**config.mk**
```make
export PLATFORM = sky130hd
export DESIGN_NAME = keypad_scan
export DESIGN_NICKNAME = d
export VERILOG_FILES = /design/src/rtl/keypad_scan.sv
export SDC_FILE = /design/constraint.sdc
export NUM_CORES = 1
export LEC_CHECK = 0
export ABC_CLOCK_PERIOD_IN_PS = 5600
export CAP_MARGIN = 30
export CORE_UTILIZATION = 35
export DETAILED_ROUTE_END_ITERATION = 7
export PLACE_DENSITY = 0.61
export SYNTH_ARGS = -nofsm -noshare
export SYNTH_HDL_FRONTEND = slang
export SYNTH_SLANG_ARGS = --single-unit
```
**constraint.sdc**
```tcl
create_clock -name clk_div -period 5.6 [get_ports clk_div]
set_input_delay 0.56 -clock clk_div [delete_from_list [all_inputs] [get_ports clk_div]]
set_output_delay 0.56 -clock clk_div [all_outputs]
set_load 0.02 [all_outputs]
```
**src/rtl/keypad_scan.sv**
```systemverilog
// rtl/keypad_scan.sv - 4x4 matrix keypad row scanner with column debounce
module keypad_scan #(
  parameter int ROW_DWELL    = 4,
  parameter int DEBOUNCE_CYC = 16
) (
  input  logic       clk_div,
  input  logic       reset,
  input  logic [3:0] keypad_col,
  output logic [3:0] keypad_row,
  output logic [3:0] key_code,
  output logic       key_valid,
  output logic       key_held
);

  localparam int TW = (ROW_DWELL > 2) ? $clog2(ROW_DWELL) : 2;
  localparam logic [TW-1:0] TIMER_LAST = TW'(ROW_DWELL - 1);
  localparam logic [7:0]    DEB_LAST   = 8'(DEBOUNCE_CYC - 1);

  typedef enum logic [1:0] {
    ST_SCAN     = 2'd0,
    ST_DEBOUNCE = 2'd1,
    ST_HOLD     = 2'd2
  } state_t;

  state_t        r_state;
  logic [3:0]    r_col_meta;
  logic [3:0]    r_col_s;
  logic [1:0]    r_row_idx;
  logic [3:0]    r_row_n;
  logic [TW-1:0] r_row_timer;
  logic [1:0]    r_cap_col;
  logic [7:0]    r_deb_cnt;
  logic [3:0]    r_key_code;
  logic          r_key_valid;
  logic          r_key_held;

  logic [1:0]    w_next_row;
  logic [3:0]    w_next_row_n;
  logic [1:0]    w_low_col;
  logic          w_col_bit;
  logic [7:0]    w_deb_inc;

  assign keypad_row = r_row_n;
  assign key_code   = r_key_code;
  assign key_valid  = r_key_valid;
  assign key_held   = r_key_held;

  assign w_next_row   = r_row_idx + 2'd1;
  assign w_next_row_n = ~(4'b0001 << w_next_row);
  assign w_col_bit    = r_col_s[r_cap_col];
  assign w_deb_inc    = (r_deb_cnt == 8'hFF) ? r_deb_cnt : r_deb_cnt + 8'd1;

  // Lowest-indexed low column wins when several are pressed on one row
  always_comb begin
    w_low_col = 2'd0;
    if (!r_col_s[0])      w_low_col = 2'd0;
    else if (!r_col_s[1]) w_low_col = 2'd1;
    else if (!r_col_s[2]) w_low_col = 2'd2;
    else if (!r_col_s[3]) w_low_col = 2'd3;
  end

  // Two-flop synchronizer for the asynchronous column sense lines (idle high)
  always_ff @(posedge clk_div) begin
    if (reset) begin
      r_col_meta <= 4'hF;
      r_col_s    <= 4'hF;
    end else begin
      r_col_meta <= keypad_col;
      r_col_s    <= r_col_meta;
    end
  end

  // Scan / debounce / hold state machine with registered outputs
  always_ff @(posedge clk_div) begin
    if (reset) begin
      r_state     <= ST_SCAN;
      r_row_idx   <= 2'd0;
      r_row_n     <= 4'b1110;
      r_row_timer <= '0;
      r_cap_col   <= 2'd0;
      r_deb_cnt   <= 8'd0;
      r_key_code  <= 4'h0;
      r_key_valid <= 1'b0;
      r_key_held  <= 1'b0;
    end else begin
      r_key_valid <= 1'b0;
      case (r_state)
        ST_SCAN: begin
          if (r_row_timer == TIMER_LAST) begin
            if (r_col_s == 4'b1111) begin
              r_row_idx   <= w_next_row;
              r_row_n     <= w_next_row_n;
              r_row_timer <= '0;
            end else begin
              r_cap_col <= w_low_col;
              r_deb_cnt <= 8'd0;
              r_state   <= ST_DEBOUNCE;
            end
          end else begin
            r_row_timer <= r_row_timer + TW'(1);
          end
        end
        ST_DEBOUNCE: begin
          if (w_col_bit) begin
            // Bounce before the count completed: give up and move on
            r_row_idx   <= w_next_row;
            r_row_n     <= w_next_row_n;
            r_row_timer <= '0;
            r_deb_cnt   <= 8'd0;
            r_state     <= ST_SCAN;
          end else if (r_deb_cnt == DEB_LAST) begin
            r_key_code  <= {r_row_idx, r_cap_col};
            r_key_valid <= 1'b1;
            r_key_held  <= 1'b1;
            r_deb_cnt   <= 8'd0;
            r_state     <= ST_HOLD;
          end else begin
            r_deb_cnt <= w_deb_inc;
          end
        end
        ST_HOLD: begin
          if (!w_col_bit) begin
            r_deb_cnt <= 8'd0;
          end else if (r_deb_cnt == DEB_LAST) begin
            r_key_held  <= 1'b0;
            r_deb_cnt   <= 8'd0;
            r_row_idx   <= w_next_row;
            r_row_n     <= w_next_row_n;
            r_row_timer <= '0;
            r_state     <= ST_SCAN;
          end else begin
            r_deb_cnt <= w_deb_inc;
          end
        end
        default: begin
          r_state <= ST_SCAN;
        end
      endcase
    end
  end

endmodule

```
======== Word level (Yosys, flattened, before mapping) ========
Cells that the tools add are included.
operators by class
  $add $sub $neg .......................... 3
  $mul .................................... 0
  divide/modulo/power cells ............... 0
  order comparisons ....................... 1
  equality and inequality tests ........... 16
  shifts and indexed selects .............. 1
  mux-type cells .......................... 42
  bitwise operators ....................... 4
  reduce and logical (&&, ||, !) cells .... 11
operator list
  cell                   number
  $mux W8                6
  $mux W2                18
  $pmux W8 S3            1
  $mux W4                5
  $pmux W2 S3            3
  $ne A2 B2 Y1 const B   8
  $reduce_and A5 Y1      3
  $pmux W4 S3            1
  $reduce_and A3 Y1      3
  $add A8 B1 Y8 const B  1
  $eq A8 B4 Y1 const B   1
  $eq A8 B8 Y1 const B   1
  $mux W1                6
  $ne A3 B3 Y1 const B   2
  $reduce_and A6 Y1      1
  $add A2 B1 Y2 const B  2
  $eq A2 B2 Y1 const B   2
  $eq A4 B4 Y1 const B   1
  $not A4 Y4             1
  $shl A1 B2 Y4 const A  1
  $lt A2 B3 Y1 const B   1
  $not A1 Y1             3
  $reduce_bool A3 Y1     1
  $reduce_or A3 Y1       1
  other kinds (5)        5
word-level totals
  register bits after elaboration ......... 34
  bits in latches ......................... 0
  bits in writable memories ............... 0
  memory bits (read-only) ................. 0
  input bits .............................. 6
  output and inout bits ................... 10
  logic and storage cells ................. 89
  memories kept ........................... 0

======== Longest topological paths before layout ========
  word-level depth ........................ 6
  mapped depth ............................ 7
  gate-level depth less buffers ........... 7

======== Least setup slack after synthesis ========
OpenSTA, ideal clock, no wires.
  path kind ............................... register to register
  from .................................... reg r_cap_col[0]
  to ...................................... reg r_deb_cnt[0]
  library setup time ...................... 71 ps
  data arrival time ....................... 1,782 ps
  data required time ...................... 5,529 ps
  path slack .............................. 3,747 ps
  stages on the path, launching flop included .. 6
  buffers on the path ..................... 0
  period minus slack after synthesis ...... 1,853 ps
  cells stage by stage .................... dfxtp_1 mux4_2 mux2i_1 nand3b_4 or4_1 a21oi_1
on the way
  word-level cells in the longest chain between the ends .. 4
  elaborated cells between the ends (all ways) .. 5
  classes of those cells .................. mux: 5
ends and longest elaborated chain
  item                             line      source
  start, declared                  31        logic [1:0] r_cap_col;
  start signal, assigned           95        r_cap_col <= w_low_col;
  $bmux W1 S2 *                    50        assign w_col_bit = r_col_s[r_cap_col];
  $mux W1 (implied by the code) *  50
  $mux W8 (on tied branches)       122, 104
  $pmux W8 S3 *                    87        case (r_state)
  end signal, assigned             118       r_deb_cnt <= w_deb_inc;
  end signal, assigned             132       r_deb_cnt <= w_deb_inc;
  end, declared                    32        logic [7:0] r_deb_cnt;
Mark *: on every way between the ends. The rest lies on a longest branch, timed or not. The select of a mux whose other input is x is not followed.
A chain may end at the register's enable or synchronous reset.

======== Worst setup path in the final report ========
  from .................................... reg r_state[1]
  to ...................................... reg r_deb_cnt[7]
on the way
  word-level cells in the longest chain between the ends .. 3
  elaborated cells between the ends (all ways) .. 8
  classes of those cells .................. eq/ne: 4; mux: 1; reduce/logical: 3
ends and longest elaborated chain
  item                                                                 line  source
  start, declared                                                      25    state_t r_state;
  start signal, assigned                                               76    r_state <= ST_SCAN;
  start signal, assigned                                               97    r_state <= ST_DEBOUNCE;
  start signal, assigned                                               110   r_state <= ST_SCAN;
  $eq A2 B2 Y1 (tied with other cells)                                 87
  $reduce_bool A3 Y1 (no source line) or $ne A2 B2 Y1 (tied branches)  -
  $reduce_and A3 Y1 (no source line)                                   -
Several ways; a longest one is shown, not always the timed one.

==> results.py <==
metrics = {
    "layout": {
        "multi_input_area_um2": 823,
        "fillers": 425,
        "layout-drive-gt1-share_pct": 13.7,
        "areaGrowthSynthToFinish_pct": 19.9,
        "final_common_cell": "dfxtp_1",
        "mostFrequentLayoutCells": "dfxtp_1 (34), clkdlybuf4s50_1 (15), inv_1 (13)",
        "nNetsFinal": 198,
        "register_area_um2": 681,
        "diodes": 0,
    },
    "worst_setup_path": {
        "r2r_slack_ps": 3560,
        "timing.rr.end": "r_deb_cnt[7]",
        "start_kind": "register",
        "r2r-start": "r_state[1]",
        "criticalPathCategory": "register to register",
        "worstRegToRegCells": 6,
        "cp.arrival_ps": 2240,
        "cpPeakStageDelay_ps": 630,
        "critical_path.max_fanout": 13,
        "crit_required_ps": 5800,
        "path_delay_family": "simple AND/OR/NAND/NOR gates",
        "crit_path_cell_trace": "inv_1 -> ha_1 -> a21boi_0 -> nor2_1 -> a31oi_1 -> a211oi_1",
        "slowest_stage": "nor2_1",
        "cp_num_buf_inv": 1,
        "critical_path.endpoint_type": "register",
    },
    "logic_synthesis": {
        "synth_edf_count": 0,
        "ys_ff_latch": 34,
        "syn_area_per_cell_um2": 9.55,
        "postSynthCellCount": 165,
        "seq_area_frac_synth_pct": 43.2,
        "synthesis.area_um2": 1580,
        "synth-warning-count": 0,
        "synth_nets": 181,
        "async_flop_share_pct": 0,
        "ys.flop_type": "dfxtp_1",
        "synth_cell_type_count": 43,
    },
    "clock_tree": {
        "cts_root_buf": "clkbuf_8",
        "clockBufferDepth": 2,
        "holdBufCountCts": 0,
        "cts.htree.levels": 2,
        "cts_resized": 0,
        "cts_tree": "done",
        "cts.sinks": 34,
        "numCtsBuffers": 5,
        "postCtsSetupBuffers": 0,
        "clk_pin_slew_ps": 70,
        "clk_latency_ps": 290,
    },
    "drt": {
        "via_per_inst": 5.28,
        "drt_pass1_iterations": 4,
        "routedWlPerCell_um": 12.3,
        "vias": 1240,
        "drt_iter0_drc": 66,
        "drt_wl_total_mm": 2.88,
        "drtAntennaViolNets": 0,
        "drcViolationCount": 0,
    },
    "timing": {
        "slew_headroom_pct": 46.8,
        "finalMaxSlewViolations": 0,
        "period_share_pct": 36.4,
        "final.setup_skew_ps": 3.91,
        "hold_viol": 0,
        "timing.setup.tns_ps": 0,
        "min_period_ps": 2040,
        "rsz0062_at_grt": "false",
        "setup_viol": 0,
        "worst_pin_slew_ps": 795,
        "fmax_mhz": 490,
        "hold_slack_ps": 413,
    },
    "global_route": {
        "grt_use_total_pct": 13.4,
        "grt_pass1_wl_mm": 5.13,
        "grt_max_degree": 26,
        "grt_antenna_before_repair": 0,
        "grt_pass1_vias": 1146,
        "grt_overflow": 0,
    },
    "job": {
        "maxCapViolations": 0,
    },
    "power_and_ir_drop": {
        "ir_worst_vdd_uv": 176,
        "leakagePower_nw": 0.702,
        "powerDensity_nw_per_um2": 306,
    },
    "min_path": {
        "hp-class": "register to register",
        "holdPathStages": 1,
        "min-delay-start": "r_col_meta[2]",
        "min_to": "r_col_s[2]",
    },
    "status": {
        "status": "finished clean",
    },
    "floorplan": {
        "die_area_um2": 4780,
        "ios": 16,
        "die_w_um": 69.1,
        "num_rows": 24,
        "start_util_pct": 36.2,
        "core_um2": 4350,
        "fp.dieH_um": 69.1,
    },
    "place": {
        "post-dp-hpwl_mm": 2.07,
        "place_congestion": 0.910,
        "io_buffer_count": 15,
    },
}
per-stage QoR:
stage / power (mW) / util (%) / instance area (um^2) / instances / setup WS (ps)
after global routing: 0.614 / 43.4 / 1890 / 235 / 3390
after detailed placement: 0.398 / 41.2 / 1800 / 227 / 3570
after global placement: 0.390 / 40.6 / 1770 / 226 / 3140
final: 0.579 / 43.4 / 1890 / 235 / 3560
after floorplan: 0.364 / - / 1580 / 165 / 3750
after CTS: 0.586 / 43.4 / 1890 / 235 / 3550
logic make-up after synthesis:
kind of cell             after synthesis  synth area share [%]
buffers and inverters                 19                  4.60
multiplexers                           7                  5.24
adder cells (fa/ha/maj)               10                  7.94
AND/OR/NAND/NOR                       51                  19.4
flip-flops                            34                  43.2
XOR/XNOR                               1                 0.556
AO/OA/AOI/OAI                         43                  19.0
per-layer routing:
| layer | part of all wire, % | global-route usage (%) | wire, um |
|---|---|---|---|
| met5 | 0 | 0 | 0 |
| met4 | 2.4 | 7.94 | 70 |
| met3 | 4.1 | 3.65 | 119 |
| met2 | 45 | 20.9 | 1300 |
| met1 | 48 | 16.4 | 1390 |
state kept, by name, indices dropped and copies added (netlist names):
register and count:
r_state 2, r_col_s 4, keypad_row 4, r_row_idx 2, key_valid 1, r_col_meta 4, r_cap_col 2, key_code 4
key_held 1, r_deb_cnt 8, r_row_timer 2
Yosys cell counts, drive strengths merged (4+ instances only):
cell type / instances / area, um^2
mux2i: 6 / 60.1
nand4: 5 / 31.3
or2: 10 / 62.6
o21ai: 8 / 40.0
a31oi: 7 / 43.8
ha: 10 / 125
clkbuf: 5 / 18.8
nor3: 4 / 20.0
nor2: 10 / 40.0
inv: 13 / 48.8
dfxtp: 34 / 681
a21oi: 7 / 35.0
nand2: 7 / 26.3
a211oi: 8 / 72.6
worst max-delay path by stage:
stage / from / endpoint / slack [ps] / depth (start not counted)
after floorplan: r_cap_col[0] / r_deb_cnt[0] / 3750 / 5
after global placement: reset / r_row_timer[0] / 3140 / 4
after detailed placement: r_state[0] / r_deb_cnt[2] / 3570 / 6
after CTS: r_state[0] / r_deb_cnt[2] / 3550 / 6
after global routing: r_state[1] / r_deb_cnt[5] / 3390 / 6
final: r_state[1] / r_deb_cnt[7] / 3560 / 6
final cells by class:
class	count	share of cell area, %
tap	52	3.44
clock buffer	6	4.37
multi-input combinational	112	43.5
inverter	13	2.58
clock inverter	2	0.662
timing repair buffer	16	9.40
sequential	34	36.0
power breakdown:
part,switching (mW),internal (mW)
Combinational,0.0646,0.0530
Sequential,0.0127,0.260
Clock,0.0895,0.0987
No activity file was read; power rests on OpenSTA's default activity.
